===== src/rtl/finv_latter_if.sv =====
// Handshake bundle between finv_former / finv_latter and the FPU result mux.
interface finv_latter_if;
  logic        in_valid;
  logic        in_ready;
  logic [31:0] s;
  logic [63:0] x;
  logic        out_valid;
  logic        out_ready;
  logic [31:0] d;

  // Producer / consumer side (drives operands, accepts results)
  modport master (
    output in_valid, s, x, out_ready,
    input  in_ready, out_valid, d
  );

  // finv_latter side
  modport slave (
    input  in_valid, s, x, out_ready,
    output in_ready, out_valid, d
  );
endinterface


===== src/rtl/finv_latter.sv =====
// Second stage of the single-precision reciprocal: one Newton refinement of the
// 2/m estimate on a shared 64-bit multiplier, then special cases, normalise,
// round-to-nearest-even and pack. Fixed latency, valid/ready on both sides.
module finv_latter (
  input  logic         clk,
  input  logic         rst,
  finv_latter_if.slave bus
);

  typedef enum logic [2:0] {StIdle, StMul1, StMul2, StSub, StPack, StDone} state_e;

  state_e      state_q, state_d;
  logic [31:0] s_q, s_d;
  logic [63:0] m_q, m_d;    // {1,mant} in Q.31
  logic [32:0] y_q, y_d;    // first estimate of 2/m, Q.31
  logic [63:0] c_q, c_d;    // m*y, Q.31
  logic [63:0] e_q, e_d;    // c*y, Q.30
  logic [32:0] y2_q, y2_d;  // refined 2/m, Q.31
  logic [31:0] d_q, d_d;

  logic [63:0] mul_a, mul_b, prod;
  logic [63:0] y2_full;
  logic [31:0] pack_res;

  logic              sign_w;
  logic [7:0]        bexp;
  logic [22:0]       mant;
  logic [22:0]       frac;
  logic              guard, rnd, sticky, rnd_inc;
  logic [23:0]       frac_inc;
  logic signed [9:0] exp_v;

  // Single multiplier: m*y in MUL1, c*y in MUL2; product truncated to 64 bits
  assign mul_a   = (state_q == StMul2) ? c_q : m_q;
  assign mul_b   = {31'd0, y_q};
  assign prod    = mul_a * mul_b;
  assign y2_full = ({31'd0, y_q} << 1) - e_q;

  // Bits that are architecturally dropped (upper x, truncated product/difference)
  logic unused_bits;
  assign unused_bits = ^{bus.x[63:33], prod[30:0], y2_full[63:33], exp_v[9:8]};

  // FSM state register
  always_ff @(posedge clk) begin
    if (rst) begin
      state_q <= StIdle;
    end else begin
      state_q <= state_d;
    end
  end

  // FSM next-state logic
  always_comb begin
    state_d = state_q;
    unique case (state_q)
      StIdle:  if (bus.in_valid) state_d = StMul1;
      StMul1:  state_d = StMul2;
      StMul2:  state_d = StSub;
      StSub:   state_d = StPack;
      StPack:  state_d = StDone;
      StDone:  if (bus.out_ready) state_d = StIdle;
      default: state_d = StIdle;
    endcase
  end

  // FSM outputs: ready only in IDLE, result presented only in DONE
  always_comb begin
    bus.in_ready  = (state_q == StIdle);
    bus.out_valid = (state_q == StDone);
    bus.d         = d_q;
  end

  // Datapath next-state: each register loads only in its own state
  always_comb begin
    s_d  = s_q;
    m_d  = m_q;
    y_d  = y_q;
    c_d  = c_q;
    e_d  = e_q;
    y2_d = y2_q;
    d_d  = d_q;
    unique case (state_q)
      StIdle: begin
        if (bus.in_valid) begin
          s_d = bus.s;
          m_d = {32'd0, 1'b1, bus.s[22:0], 8'd0};
          y_d = bus.x[32:0];
        end
      end
      StMul1:  c_d  = {31'd0, prod[63:31]};
      StMul2:  e_d  = {32'd0, prod[63:32]};
      StSub:   y2_d = y2_full[32:0];
      StPack:  d_d  = pack_res;
      default: ;
    endcase
  end

  // Special-case decode, normalisation and round-to-nearest-even of y2
  always_comb begin
    sign_w = s_q[31];
    bexp   = s_q[30:23];
    mant   = s_q[22:0];
    if (y2_q[32]) begin
      frac   = y2_q[31:9];
      guard  = y2_q[8];
      rnd    = y2_q[7];
      sticky = |y2_q[6:0];
      exp_v  = 10'sd254 - $signed({2'b00, bexp});
    end else begin
      frac   = y2_q[30:8];
      guard  = y2_q[7];
      rnd    = y2_q[6];
      sticky = |y2_q[5:0];
      exp_v  = 10'sd253 - $signed({2'b00, bexp});
    end
    rnd_inc  = guard & (rnd | sticky | frac[0]);
    frac_inc = {1'b0, frac} + {23'd0, rnd_inc};
    // Mantissa carry-out leaves frac_inc[22:0] at zero, so only the exponent moves
    if (frac_inc[23]) begin
      exp_v = exp_v + 10'sd1;
    end
    if (bexp == 8'hFF) begin
      pack_res = (mant != 23'd0) ? 32'h7FC0_0000 : {sign_w, 31'd0};
    end else if (bexp == 8'h00) begin
      pack_res = {sign_w, 8'hFF, 23'd0};
    end else if (exp_v <= 10'sd0) begin
      pack_res = {sign_w, 31'd0};
    end else begin
      pack_res = {sign_w, exp_v[7:0], frac_inc[22:0]};
    end
  end

  // Datapath and result registers
  always_ff @(posedge clk) begin
    if (rst) begin
      s_q  <= '0;
      m_q  <= '0;
      y_q  <= '0;
      c_q  <= '0;
      e_q  <= '0;
      y2_q <= '0;
      d_q  <= '0;
    end else begin
      s_q  <= s_d;
      m_q  <= m_d;
      y_q  <= y_d;
      c_q  <= c_d;
      e_q  <= e_d;
      y2_q <= y2_d;
      d_q  <= d_d;
    end
  end

endmodule


===== src/flat_wrapper.sv =====
// flat-port wrapper written by rule: the top's interface ports become plain ports
module finv_latter_flat 
  (clk, rst, bus_in_valid, bus_s, bus_x, bus_out_ready, bus_in_ready, bus_out_valid, bus_d);
  finv_latter_if bus_i ();
  input  logic clk;
  input  logic rst;
  input wire logic [$bits(bus_i.in_valid)-1:0] bus_in_valid;
  input wire logic [$bits(bus_i.s)-1:0] bus_s;
  input wire logic [$bits(bus_i.x)-1:0] bus_x;
  input wire logic [$bits(bus_i.out_ready)-1:0] bus_out_ready;
  output wire logic [$bits(bus_i.in_ready)-1:0] bus_in_ready;
  output wire logic [$bits(bus_i.out_valid)-1:0] bus_out_valid;
  output wire logic [$bits(bus_i.d)-1:0] bus_d;
  assign bus_i.in_valid = bus_in_valid;
  assign bus_i.s = bus_s;
  assign bus_i.x = bus_x;
  assign bus_i.out_ready = bus_out_ready;
  assign bus_in_ready = bus_i.in_ready;
  assign bus_out_valid = bus_i.out_valid;
  assign bus_d = bus_i.d;
  finv_latter u_core (.clk(clk), .rst(rst), .bus(bus_i));
endmodule

===== config.mk =====
export PLATFORM = sky130hd
export DESIGN_NAME = finv_latter_flat
export DESIGN_NICKNAME = d
export VERILOG_FILES = /design/src/rtl/finv_latter_if.sv /design/src/rtl/finv_latter.sv /design/src/flat_wrapper.sv
export SDC_FILE = /design/constraint.sdc
export NUM_CORES = 2
export LEC_CHECK = 0
export BUFFER_PORTS_ARGS = -buffer_cell sky130_fd_sc_hd__buf_2
export CAP_MARGIN = 10
export CORE_MARGIN = 4
export CORE_UTILIZATION = 40
export CTS_CLUSTER_DIAMETER = 60
export DETAILED_ROUTE_END_ITERATION = 6
export PLACE_DENSITY_LB_ADDON = 0.3
export SETUP_SLACK_MARGIN = 0.1
export SYNTH_ARGS = -nofsm -noshare
export SYNTH_HDL_FRONTEND = slang
export SYNTH_SLANG_ARGS = --single-unit

===== constraint.sdc =====
create_clock -name clk -period 13 [get_ports clk]
set_clock_uncertainty 0.1 [all_clocks]
set_input_delay 1.95 -clock clk [delete_from_list [all_inputs] [get_ports clk]]
set_output_delay 1.95 -clock clk [all_outputs]
set_load 0.02 [all_outputs]

Word-level counts from Yosys, hierarchy flattened:

Cells that the tools add are included.

* register bits: 222
* latch bits: 0
* memory bits (writable): 0
* memory bits (read-only): 0
* input bits: 100
* output and inout bits: 34
* word-level logic and storage cells: 47
* memories kept: 0

* add/sub/neg operators: 5
* multiply operators: 1
* divide/modulo/power cells: 0
* $lt $le $gt $ge: 1
* equal/unequal tests: 8
* shift operators: 0
* muxes and demuxes: 14
* bitwise gates (word level): 3
* reduce and logical (&&, ||, !) cells: 7

Operator list (number)
* $mul 33x33->64: 1
* $mux 32: 2
* $mux 31: 2
* $mux 33: 1
* $sub 33x32->33: 1
* $add 23x1->24: 1
* $mux 23: 1
* $reduce_bool 23->1: 1
* $mux 10: 2
* $pmux 3 s6: 1
* $sub 8x8->9 const A: 2
* $add 10x2->10 const B: 1
* $le 10x1->1 const B: 1
* $eq 8x8->1 const B: 1
* $logic_not 8->1: 1
* $reduce_or 7->1: 1
* $eq 3x2->1 const B: 2
* $eq 3x3->1 const B: 2
* $mux 3: 2
* $reduce_or 6->1: 1
* $ne 2x2->1 const B: 2
* $reduce_and 2->1: 2
* $eq 3x1->1 const B: 1
* $logic_not 3->1: 1
* 3 further kinds: 6

Logic depth before layout (Yosys ltp):

* word-level depth: 11
* depth in mapped cells: 36
* depth with buffers taken out: 32

Worst setup path after synthesis:

OpenSTA, ideal clock, no wires.

* path kind: register to register
* start point: reg u_core.state_q[0]
* end point: reg u_core.c_q[30]
* setup time: 0.106 ns
* arrival: 8.499 ns
* data required time: 12.794 ns
* path slack: 4.295 ns
* stages on the path, launching flop included: 34
* path buffers: 4
* clock period less this slack: 8.705 ns
* cells stage by stage: dfxtp_1 clkbuf_1 nor2_1 and2_1 clkbuf_1 clkbuf_1 nand2_1 nand2_1 clkbuf_1 and2_1 fa_1 inv_1 fa_1 inv_1 fa_1 inv_1 fa_1 inv_1 fa_1 inv_1 fa_1 inv_1 fa_1 fa_1 ha_1 a21oi_1 nand2_1 a21oi_1 o211ai_1 a31o_2 a221oi_1 o21ai_0 a221o_1 o311ai_0

* word-level cells in the longest chain between the ends: 3

Ends and longest elaborated chain
* start: declaration: line finv_latter.sv:12 `state_e state_q, state_d;`
* start signal: assignment: line finv_latter.sv:46 `state_q <= StIdle;`
* start signal: assignment: line finv_latter.sv:48 `state_q <= state_d;`
* $eq 3x2->1: line finv_latter.sv:34 `assign mul_a = (state_q == StMul2) ? c_q : m_q;`
* $mux 33: line finv_latter.sv:34
* $mul 33x33->64: line finv_latter.sv:36 `assign prod = mul_a * mul_b;`
* end signal: assignment: line finv_latter.sv:139 `c_q <= '0;`
* end signal: assignment: line finv_latter.sv:147 `c_q <= c_d;`
* end: declaration: line finv_latter.sv:16 `logic [63:0] c_q, c_d;`

Parallel ways exist; a longest one is shown, timed or not.
A chain may end at the register's enable or synchronous reset.

Final worst setup path:

* start point: reg u_core.state_q[2]
* end point: reg u_core.e_q[29]

* word-level cells in the longest chain between the ends: 3

Ends and longest elaborated chain
* $eq 3x2->1 (*): line finv_latter.sv:34, finv_latter.sv:82
* $mux 33: line finv_latter.sv:34
* $mul 33x33->64: line finv_latter.sv:36
* end signal: assignment: line finv_latter.sv:140 `e_q <= '0;`
* end signal: assignment: line finv_latter.sv:148 `e_q <= e_d;`
* end: declaration: line finv_latter.sv:17 `logic [63:0] e_q, e_d;`

Every way passes the cells marked *; elsewhere a longest branch is shown, timed or not.

==> flow_summary_export.csv <==
group,metric,value,unit
floorplanning,die_h,344.1,µm
critical_path,cp.arrival,11.38,ns
placement,hpwl,96360,µm
yosys,syn_inst,5305,
run,drv_cap,0,
global_route,grt.total_usage,22.82,%
sta,hold_viol,0,
sta,whs,0.3545,ns
placement,pre_cts_ws,2.163,ns
yosys,ys_top_cells_by_area,"fa_1, inv_1, dfxtp_1",
yosys,synth_seq_cells,199,
layout,nFillCells,11350,
yosys,ys_types,81,
yosys,synth_edf_count,0,
global_route,gr-total-overflow,0,
yosys,synth.most_common_cell,"inv_1",
floorplanning,start_util,40.23,%
floorplanning,io_pins,134,
critical_path,critPathLaunchType,"flop",
critical_path,cpMostUsedCell,"fa_1",
clocking,holdBufCountCts,0,
critical_path,worstSetupPathType,"reg -> reg",
yosys,avgSynthCellArea,8.519,µm²
floorplanning,fp.dieArea,0.1184,mm²
sta,post-route-period-util,85.67,%
yosys,synth_top_area_cell,"fa_1",
detailed_routing,drt_iter0_markers,2686,
detailed_routing,drt-total-wl,131900,µm
critical_path,crit_path_end_kind,"flop",
sta,layout_min_cycle_time,11.14,ns
clocking,h-tree-depth,4,
layout,stdcell_count,6714,
yosys,yosys.area.top_type_share,42.39,%
detailed_routing,drt_pass1_iterations,5,
yosys,ys.flop_type,"dfxtp_1",
global_route,grt_pass1_vias,37090,
power,total_power,3.123,mW
clocking,postCtsSetupBuffers,0,
layout,nets,6540,
global_route,antenna_found_initial,6,
layout,finish.utilization,42.38,%
clocking,cts-root-buf,"clkbuf_16",
detailed_routing,wl_per_cell,19.64,µm
yosys,synth_nets,6646,
sta,rsz0062_at_grt,"no",
clocking,clkTransAtPathRegs,0.08,ns
detailed_routing,route.detailed.drc,0,
yosys,async_flop_share,0,%
clocking,cts_resized,0,
sta,fin_tns_setup,0,ns
critical_path,cpMaxStageDelayCell,"a221oi_1",
critical_path,path_max_fanout,26,
yosys,yosys_warnings,0,
yosys,synth_common_cells,"inv_1, fa_1, nand2_1",
yosys,netlist_area,0.04519,mm²
layout,syn_to_final_growth,5.360,%
placement,io_buffer_count,102,
sta,fmaxAchievable,89.79,MHz
critical_path,worstPathRequired,13.25,ns
power,power_density,65.59,mW/mm²
floorplanning,die_x,344.1,µm
clocking,numCtsBuffers,17,
detailed_routing,antenna_left,0,
floorplanning,num_rows,123,
yosys,synth_seq_area_share,8.815,%
clocking,clock_path_buffers,2,
sta,slew_violations,0,
clocking,clock_latency,0.45,ns
status,status,"finished, final reports clean",
detailed_routing,viasPerCell,5.305,
placement,post_dp_cell_area,0.04702,mm²
sta,setup_viol,0,
placement,routabilityCongestion,0.9565,
floorplanning,core,0.1123,mm²
sta,layout_setup_ws,1.863,ns
detailed_routing,vias,35620,
clocking,clock_sinks,199,
power,ir_worst_vdd,0.08038,mV
clocking,cts_tree,"built",
sta,max-slew-margin-rel,1.814,%
layout,fin_area,0.04761,mm²
min_path,hp-class,"reg -> reg",
global_route,grt_pass1_wl,211100,µm
sta,worstMarginPinSlew,1.473,ns
critical_path,max_stage_delay,1.18,ns
global_route,grt_max_degree,165,
layout,drive_above_1_share,4.777,%
placement,place_inst,6679,
power,leakage,23.22,nW
==> logic make-up after synthesis <==
| group | synth area share (%) |
|---|---|
| flops | 8.815 |
| buf+inv | 11.64 |
| mux | 0.3765 |
| compound gates | 7.406 |
| xor+xnor | 1.647 |
| simple gates | 19.84 |
| fa+ha+maj | 50.28 |
==> state kept, by name, indices dropped and copies added (netlist names) <==
register        count
u_core.c_q         33
u_core.y_q         33
u_core.state_q      3
u_core.y2_q        33
u_core.m_q          1
u_core.e_q         32
u_core.s_q         32
u_core.bus.d       32
==> report_power, final <==
group	total, mW	internal, mW	switching [mW]
clock	0.537	0.284	0.252
sequential	0.710	0.658	0.0520
combinational	1.88	0.620	1.26
total	3.12	1.56	1.56
==> final timing paths <==
check,from,endpoint,slack [ns],cells past startpoint
max reg2reg,u_core.state_q[2]$_SDFFE_PP0P_,u_core.e_q[29]$_SDFFE_PP0P_,1.86,28
max,u_core.state_q[2]$_SDFFE_PP0P_,u_core.e_q[29]$_SDFFE_PP0P_,1.86,28
min reg2reg,u_core.y2_q[6]$_SDFFE_PP0N_,u_core.y2_q[6]$_SDFFE_PP0N_,0.35,2
min,u_core.y2_q[6]$_SDFFE_PP0N_,u_core.y2_q[6]$_SDFFE_PP0N_,0.35,2
==> area by class of cell <==
| class | instances | area [µm²] | area share [%] |
|---|---|---|---|
| well taps | 1500 | 1877 | 3.942 |
| clock buffers | 22 | 474.2 | 0.9959 |
| diodes | 2 | 5.005 | 0.01051 |
| flip-flops and latches | 199 | 3986 | 8.372 |
| repair buffers | 185 | 1152 | 2.420 |
| clock inverters | 10 | 107.6 | 0.2260 |
| inverters | 1079 | 4050 | 8.506 |
| multi-input cells | 3717 | 35960 | 75.53 |
==> critical path, delay by kind of cell, from the launching register on <==
kind,cells,cell delay (ns)
buf+inv,5,0.69
compound gates,9,3.58
fa+ha+maj,9,4.29
flops,1,0.53
simple gates,5,1.80
==> cell usage in the layout, fill, tap and decap left out, types with 14 or more instances in the layout <==
cell       instances
fa_1             957
buf_4             82
nand2_1          920
xnor2_1           60
buf_2            101
and3_1           172
clkbuf_16         17
o21ai_0           69
nand3_1           42
nor3_1            34
ha_1             284
o211ai_1          16
nor2_1           108
a22o_1            21
a21o_1            36
nand4_1           19
and2_1           459
dfxtp_1          197
a211oi_1          23
a21oi_1          238
nor2b_1           14
inv_1           1079
xor2_1            25
==> layer usage <==
layer,track usage (%),wire (µm),vias to the layer above
li1,-,-,15820
met1,30.34,54970,18320
met2,39.35,64270,1195
met3,2.561,7987,294
met4,6.730,4628,0
met5,0,0,-
Note: power is estimated with default switching activity, not from simulation.
